===== config.mk =====
export PLATFORM = sky130hd
export DESIGN_NAME = mem_stage_flat
export DESIGN_NICKNAME = d
export VERILOG_FILES = /design/src/rtl/mem_pkg.sv /design/src/rtl/mem_if.sv /design/src/rtl/mem_lane.sv /design/src/rtl/mem_stage.sv /design/src/flat_wrapper.sv
export SDC_FILE = /design/constraint.sdc
export NUM_CORES = 1
export LEC_CHECK = 0
export BUFFER_PORTS_ARGS = -buffer_cell sky130_fd_sc_hd__buf_2
export CAP_MARGIN = 10
export CORE_ASPECT_RATIO = 1.75
export CORE_MARGIN = 5
export CORE_UTILIZATION = 47
export DETAILED_ROUTE_END_ITERATION = 7
export MAX_ROUTING_LAYER = met4
export PLACE_DENSITY = 0.95
export SYNTH_ARGS = -nofsm -noshare
export SYNTH_HDL_FRONTEND = slang
export SYNTH_SLANG_ARGS = --single-unit

===== constraint.sdc =====
create_clock -name clk -period 4.16 [get_ports clk]
set_input_delay 0.624 -clock clk [delete_from_list [all_inputs] [get_ports clk]]
set_output_delay 0.624 -clock clk [all_outputs]
set_load 0.005 [all_outputs]

===== src/rtl/mem_pkg.sv =====
// Shared types and constants for the MEM stage: access sizes, FSM states, byte-enable patterns.
package mem_pkg;

  typedef enum logic [1:0] {
    BYTE = 2'b00,
    HALF = 2'b01,
    WORD = 2'b10
  } mem_size_t;

  typedef enum logic {
    IDLE = 1'b0,
    WAIT = 1'b1
  } mem_state_t;

  localparam logic [3:0] BE_BYTE = 4'b0001;
  localparam logic [3:0] BE_HALF = 4'b0011;
  localparam logic [3:0] BE_WORD = 4'b1111;

  // The reserved encoding 2'b11 behaves as a word access.
  function automatic mem_size_t decode_size(input logic [1:0] raw);
    return (raw == 2'b11) ? WORD : mem_size_t'(raw);
  endfunction

endpackage


===== src/rtl/mem_if.sv =====
// Request/acknowledge data bus between the MEM stage (master) and memory (slave).
interface mem_if #(
  parameter int ADDR_W = 32
);
  logic              BusReq;
  logic              BusWe;
  logic [ADDR_W-1:0] BusAddr;
  logic [31:0]       BusWData;
  logic [3:0]        BusBe;
  logic              BusAck;
  logic [31:0]       BusRData;

  modport master (
    output BusReq, BusWe, BusAddr, BusWData, BusBe,
    input  BusAck, BusRData
  );

  modport slave (
    input  BusReq, BusWe, BusAddr, BusWData, BusBe,
    output BusAck, BusRData
  );
endinterface


===== src/rtl/mem_lane.sv =====
// Combinational lane logic: store replication, byte-enable generation, little-endian load extend.
module mem_lane
  import mem_pkg::*;
(
  input  mem_size_t   size,
  input  logic [1:0]  lane,
  input  logic        sgn,
  input  logic [31:0] wdata,
  input  logic [31:0] rdata,
  output logic [31:0] bus_wdata,
  output logic [3:0]  be,
  output logic [31:0] load_data
);
  logic [7:0]  rd_byte;
  logic [15:0] rd_half;

  always_comb begin
    bus_wdata = wdata;
    be        = BE_WORD;
    load_data = rdata;
    rd_byte   = rdata[{lane, 3'b000} +: 8];
    rd_half   = rdata[{lane[1], 4'b0000} +: 16];
    case (size)
      BYTE: begin
        bus_wdata = {4{wdata[7:0]}};
        be        = BE_BYTE << lane;
        load_data = {{24{sgn & rd_byte[7]}}, rd_byte};
      end
      HALF: begin
        // Only addr[1] picks the half; addr[0] is ignored here.
        bus_wdata = {2{wdata[15:0]}};
        be        = BE_HALF << {lane[1], 1'b0};
        load_data = {{16{sgn & rd_half[15]}}, rd_half};
      end
      default: ;
    endcase
  end
endmodule


===== src/rtl/mem_stage.sv =====
// MIPS MEM stage: IDLE/WAIT bus FSM with timeout, stall generation and MEM/WB register.
// Define MEM_ALIGN_CHECK_EN to trap misaligned half/word accesses (AlignErrW) instead of issuing them.
module mem_stage
  import mem_pkg::*;
#(
  parameter int ADDR_W  = 32,
  parameter int TIMEOUT = 64
) (
  input  logic        clk,
  input  logic        reset,
  input  logic        MemReadM,
  input  logic        MemWriteM,
  input  logic        RegWriteM,
  input  logic        MemToRegM,
  input  logic [1:0]  MemSizeM,
  input  logic        MemSignedM,
  input  logic [31:0] ALUOutM,
  input  logic [31:0] WriteDataM,
  input  logic [4:0]  WriteRegM,
  mem_if.master       bus,
  output logic        StallM,
  output logic        RegWriteW,
  output logic        MemToRegW,
  output logic [31:0] ReadDataW,
  output logic [31:0] ALUOutW,
  output logic [4:0]  WriteRegW,
  output logic        BusErrW,
  output logic        AlignErrW
);
  localparam int CNT_W = $clog2(TIMEOUT);

  mem_state_t       state;
  logic [CNT_W-1:0] cnt;
  mem_size_t        size;
  logic             mem_op, misalign, req_ok, req, timeout_hit;
  logic [31:0]      store_wdata, load_data;
  logic [3:0]       store_be;

  assign size   = decode_size(MemSizeM);
  assign mem_op = MemReadM | MemWriteM;

`ifdef MEM_ALIGN_CHECK_EN
  assign misalign = mem_op & (((size == HALF) & ALUOutM[0]) |
                              ((size == WORD) & (ALUOutM[1:0] != 2'b00)));
`else
  assign misalign = 1'b0;
`endif

  assign req_ok = mem_op & ~misalign;

  always_comb begin
    req         = 1'b0;
    StallM      = 1'b0;
    timeout_hit = 1'b0;
    case (state)
      IDLE: begin
        req    = req_ok;
        StallM = req_ok & ~bus.BusAck;
      end
      WAIT: begin
        req         = 1'b1;
        timeout_hit = ~bus.BusAck & (cnt == CNT_W'(TIMEOUT - 1));
        StallM      = ~bus.BusAck & ~timeout_hit;
      end
      default: ;
    endcase
  end

  mem_lane u_lane (
    .size      (size),
    .lane      (ALUOutM[1:0]),
    .sgn       (MemSignedM),
    .wdata     (WriteDataM),
    .rdata     (bus.BusRData),
    .bus_wdata (store_wdata),
    .be        (store_be),
    .load_data (load_data)
  );

  // Upstream is frozen by StallM, so bus outputs can come straight from the M inputs.
  assign bus.BusReq   = req & ~reset;
  assign bus.BusWe    = MemWriteM;
  assign bus.BusAddr  = ADDR_W'({ALUOutM[31:2], 2'b00});
  assign bus.BusWData = store_wdata;
  assign bus.BusBe    = store_be;

  always_ff @(posedge clk) begin
    if (reset) begin
      state     <= IDLE;
      cnt       <= '0;
      RegWriteW <= 1'b0;
      MemToRegW <= 1'b0;
      ReadDataW <= '0;
      ALUOutW   <= '0;
      WriteRegW <= '0;
      BusErrW   <= 1'b0;
      AlignErrW <= 1'b0;
    end else begin
      case (state)
        IDLE: begin
          if (req_ok && !bus.BusAck) begin
            state <= WAIT;
            cnt   <= '0;
          end
        end
        WAIT: begin
          if (bus.BusAck || timeout_hit) state <= IDLE;
          else                           cnt   <= cnt + 1'b1;
        end
        default: state <= IDLE;
      endcase

      if (StallM) begin
        RegWriteW <= 1'b0;
        MemToRegW <= 1'b0;
        BusErrW   <= 1'b0;
        AlignErrW <= 1'b0;
      end else begin
        RegWriteW <= RegWriteM & ~timeout_hit & ~misalign;
        MemToRegW <= MemToRegM;
        ReadDataW <= load_data;
        ALUOutW   <= ALUOutM;
        WriteRegW <= WriteRegM;
        BusErrW   <= timeout_hit;
        AlignErrW <= misalign;
      end
    end
  end
endmodule

===== src/flat_wrapper.sv =====
// flat-port wrapper written by rule: the top's interface ports become plain ports
module mem_stage_flat import mem_pkg::*;
#(
  parameter int ADDR_W  = 32,
  parameter int TIMEOUT = 64
)
  (clk, reset, MemReadM, MemWriteM, RegWriteM, MemToRegM, MemSizeM, MemSignedM, ALUOutM, WriteDataM, WriteRegM, StallM, RegWriteW, MemToRegW, ReadDataW, ALUOutW, WriteRegW, BusErrW, AlignErrW, bus_BusReq, bus_BusWe, bus_BusAddr, bus_BusWData, bus_BusBe, bus_BusAck, bus_BusRData);
  mem_if #(.ADDR_W(ADDR_W)) bus_i ();
  input  logic clk;
  input  logic reset;
  input  logic MemReadM;
  input  logic MemWriteM;
  input  logic RegWriteM;
  input  logic MemToRegM;
  input  logic [1:0] MemSizeM;
  input  logic MemSignedM;
  input  logic [31:0] ALUOutM;
  input  logic [31:0] WriteDataM;
  input  logic [4:0] WriteRegM;
  output logic StallM;
  output logic RegWriteW;
  output logic MemToRegW;
  output logic [31:0] ReadDataW;
  output logic [31:0] ALUOutW;
  output logic [4:0] WriteRegW;
  output logic BusErrW;
  output logic AlignErrW;
  output wire logic [$bits(bus_i.BusReq)-1:0] bus_BusReq;
  output wire logic [$bits(bus_i.BusWe)-1:0] bus_BusWe;
  output wire logic [$bits(bus_i.BusAddr)-1:0] bus_BusAddr;
  output wire logic [$bits(bus_i.BusWData)-1:0] bus_BusWData;
  output wire logic [$bits(bus_i.BusBe)-1:0] bus_BusBe;
  input wire logic [$bits(bus_i.BusAck)-1:0] bus_BusAck;
  input wire logic [$bits(bus_i.BusRData)-1:0] bus_BusRData;
  assign bus_BusReq = bus_i.BusReq;
  assign bus_BusWe = bus_i.BusWe;
  assign bus_BusAddr = bus_i.BusAddr;
  assign bus_BusWData = bus_i.BusWData;
  assign bus_BusBe = bus_i.BusBe;
  assign bus_i.BusAck = bus_BusAck;
  assign bus_i.BusRData = bus_BusRData;
  mem_stage #(.ADDR_W(ADDR_W), .TIMEOUT(TIMEOUT)) u_core (.clk(clk), .reset(reset), .MemReadM(MemReadM), .MemWriteM(MemWriteM), .RegWriteM(RegWriteM), .MemToRegM(MemToRegM), .MemSizeM(MemSizeM), .MemSignedM(MemSignedM), .ALUOutM(ALUOutM), .WriteDataM(WriteDataM), .WriteRegM(WriteRegM), .bus(bus_i), .StallM(StallM), .RegWriteW(RegWriteW), .MemToRegW(MemToRegW), .ReadDataW(ReadDataW), .ALUOutW(ALUOutW), .WriteRegW(WriteRegW), .BusErrW(BusErrW), .AlignErrW(AlignErrW));
endmodule

==> impl_metrics.toml <==
[logic_synthesis]
synth-main-ff-cell = "dfxtp_1"
synth_common_cells = "nand2_1 (101), dfxtp_1 (79), buf_4 (45)"
synth_top_area_share_pct = 38.73
synth.cell_area_sq_um = 4084
synthArstFlopShare_pct = 0
yosysWarnings = 0
yosysUniqueCellTypes = 47
synth_edf_count = 0
synth_area_leaders = "dfxtp_1 (39%), nand2_1 (9.3%), buf_4 (8.3%)"
ys_ff_latch = 79
yosysMostFrequentCell = "nand2_1"
syn-instance-count = 484
avgSynthCellArea_sq_um = 8.438
yosysTopAreaCell = "dfxtp_1"
ys_seq_area_share_pct = 38.73

[power_and_ir_drop]
powerDensity_nw_per_um2 = 390.1
power_frac_comb_pct = 18.7
irDropWorstVdd_mv = 0.2210
power.share.clock_pct = 41.3
switching_share_pct = 25.38
p_leak_uw = 0.002630
p_switching_uw = 527.9
p_int_uw = 1553
p_seq_share_pct = 40.0

[worst_setup_path]
rr_worst_depth = 6
cp.arrival_ns = 2.20
critPathMaxFanout = 45
critPathCaptureType = "output pin"
rr_endpoint = "u_core.ReadDataW[15]"
worstPathRequired_ns = 3.54
r2r_slack_ns = 1.66
rr_startpoint = "u_core.cnt[0]"
cp-start-kind = "primary input"
crit_type = "primary input to output pin"

[timing]
fin_worst_skew_ns = 0.006201
relSlewSlack_pct = 46.22
worstMarginPinSlew_ns = 0.8067
setup_slack_ns = 1.339
report.final.slew_viol_count = 0
period_share_pct = 67.81
fin_worst_hold_slack_ns = 0.4425
max_freq_mhz = 354.5
rsz0062_at_grt = "false"
min_period_ns = 2.821
fin_tns_setup_ns = 0
finalSetupViolCount = 0
finalHoldViolCount = 0

[global_route]
grt_usage_pct = 24.20
grt_max_degree = 79
grt_first_pass_wirelength_microns = 19620
grt_pass1_vias = 4165
grt_overflow_total = 0
antenna_found_initial = 1

[route]
viasPerCell = 5.337
routed_wl_microns = 13180
ant_nets = 0
vias = 4232
dr.pass1.iters = 4
drc = 0
drt_iter0_markers = 207
wire_per_inst_microns = 16.63

[clock_network]
htreeDepth = 3
clk_pin_slew_ns = 0.06
postCtsSetupBuffers = 0
cts_max_path_buffers = 2
numCtsBuffers = 9
clock_sinks = 79
clock-root-buffer = "clkbuf_16"
clkLatencyLatePin_ns = 0.33
cts_resized = 0
cts_tree = "built"
hold_buffers = 0

[placement]
port_buffers = 251
dpl.cell_count = 777
hpwl_microns = 10370
gp_congestion = 0.9200
place_area_sq_um = 4999
pre_cts_ws_ns = 1.382

[floorplanning]
die_h_microns = 133.3
die_area_sq_um = 10730
dieWidth_microns = 80.47
start_util_pct = 47.41
core_sq_um = 8615
ioPinCount = 255
row_count = 45

[cells_and_area]
nFillCells = 733
area_growth_pct = 30.58
design_area_sq_um = 5333
final_cells = 793
drive_above_1_share_pct = 47.41
nets = 783

[hold_path]
hold_depth = 2
hp-class = "register to register"
hold_end = "u_core.ALUOutW[16]"
hold_start = "u_core.ALUOutW[16]"

[run_status]
status = "completed"

[run]
maxCapViolCount = 0
[cells in the final DEF, fill, tap and decap left out, types with 3 or more instances in the layout]
| cell | count |
|---|---|
| and3_1 | 3 |
| clkbuf_8 | 3 |
| nand2_1 | 101 |
| conb_1 | 3 |
| o21ai_0 | 13 |
| nor2_1 | 39 |
| nand4_1 | 7 |
| a311oi_1 | 5 |
| dfxtp_1 | 79 |
| nand3_1 | 8 |
| mux2i_1 | 14 |
| a211oi_1 | 7 |
| clkbuf_16 | 9 |
| buf_2 | 251 |
| a2bb2oi_1 | 6 |
| a211oi_2 | 20 |
| mux2_2 | 20 |
| a21oi_1 | 40 |
| inv_1 | 4 |
| a22oi_1 | 8 |
| a31o_2 | 3 |
[power groups by stage]
stage	clock, uW	sequential, uW	combinational [uW]
finish	859	833	389
global route	903	838	425
CTS	875	833	391
detailed placement	0	849	390
global placement	0	847	379
floorplan	0	854	224
[worst max-delay path: stages]
cell,delay (ns)
buf_2,0.61
inv_1,0.43
o21ai_2,0.31
buf_2,0.20
[state kept, by name (all words and copies together) (netlist names)]
| signal | flops |
|---|---|
| u_core.ALUOutW | 32 |
| u_core.MemToRegW | 1 |
| u_core.state | 1 |
| u_core.BusErrW | 1 |
| u_core.WriteRegW | 5 |
| u_core.RegWriteW | 1 |
| u_core.cnt | 6 |
| u_core.ReadDataW | 32 |
[kinds of logic after synthesis]
family	count (synthesis)	share of synthesized area, %
DFF	79	38.73
other	1	0.09182
AOI/OAI and AO/OA	112	20.83
buffers and inverters	84	13.11
muxes	34	8.946
adders and majority gates	1	0.3063
and+or+nand+nor	173	17.98
[area by class of cell]
type	count	area [sq um]	share of cell area (%)
antenna	1	2.502	0.04693
clock buffer	12	266.5	4.998
clock inverter	3	65.06	1.220
inverter	5	23.77	0.4458
multi-input combinational	323	1976	37.05
sequential	79	1582	29.66
tap	117	146.4	2.745
timing repair buffer	253	1271	23.84
[through the flow]
stage                     util (%)  total power (uW)
final                        61.90              2080
after global routing         61.90              2165
after CTS                    61.87              2099
after detailed placement     58.02              1239
after global placement       58.02              1226
after floorplan                  -              1077
[metal layers]
layer / vias to the layer above / global-route usage (%) / wire (microns)
li1: 1997 / - / -
met1: 1922 / 23.48 / 4484
met5: - / - / 0
met4: 0 / 14.29 / 707
met2: 264 / 43.54 / 6981
met3: 49 / 4.127 / 1010
[worst max-delay path by stage]
stage	start	to	slack, ns	cells after the start
floorplan	reset	bus_BusReq	2.04	4
global placement	MemSizeM[1]	bus_BusBe[0]	1.43	4
detailed placement	MemSizeM[1]	bus_BusBe[0]	1.38	4
CTS	MemSizeM[1]	bus_BusBe[0]	1.39	4
global route	MemSizeM[1]	bus_BusBe[0]	1.24	4
finish	MemSizeM[1]	bus_BusBe[0]	1.34	4
Power figures use the tool's default switching activity.
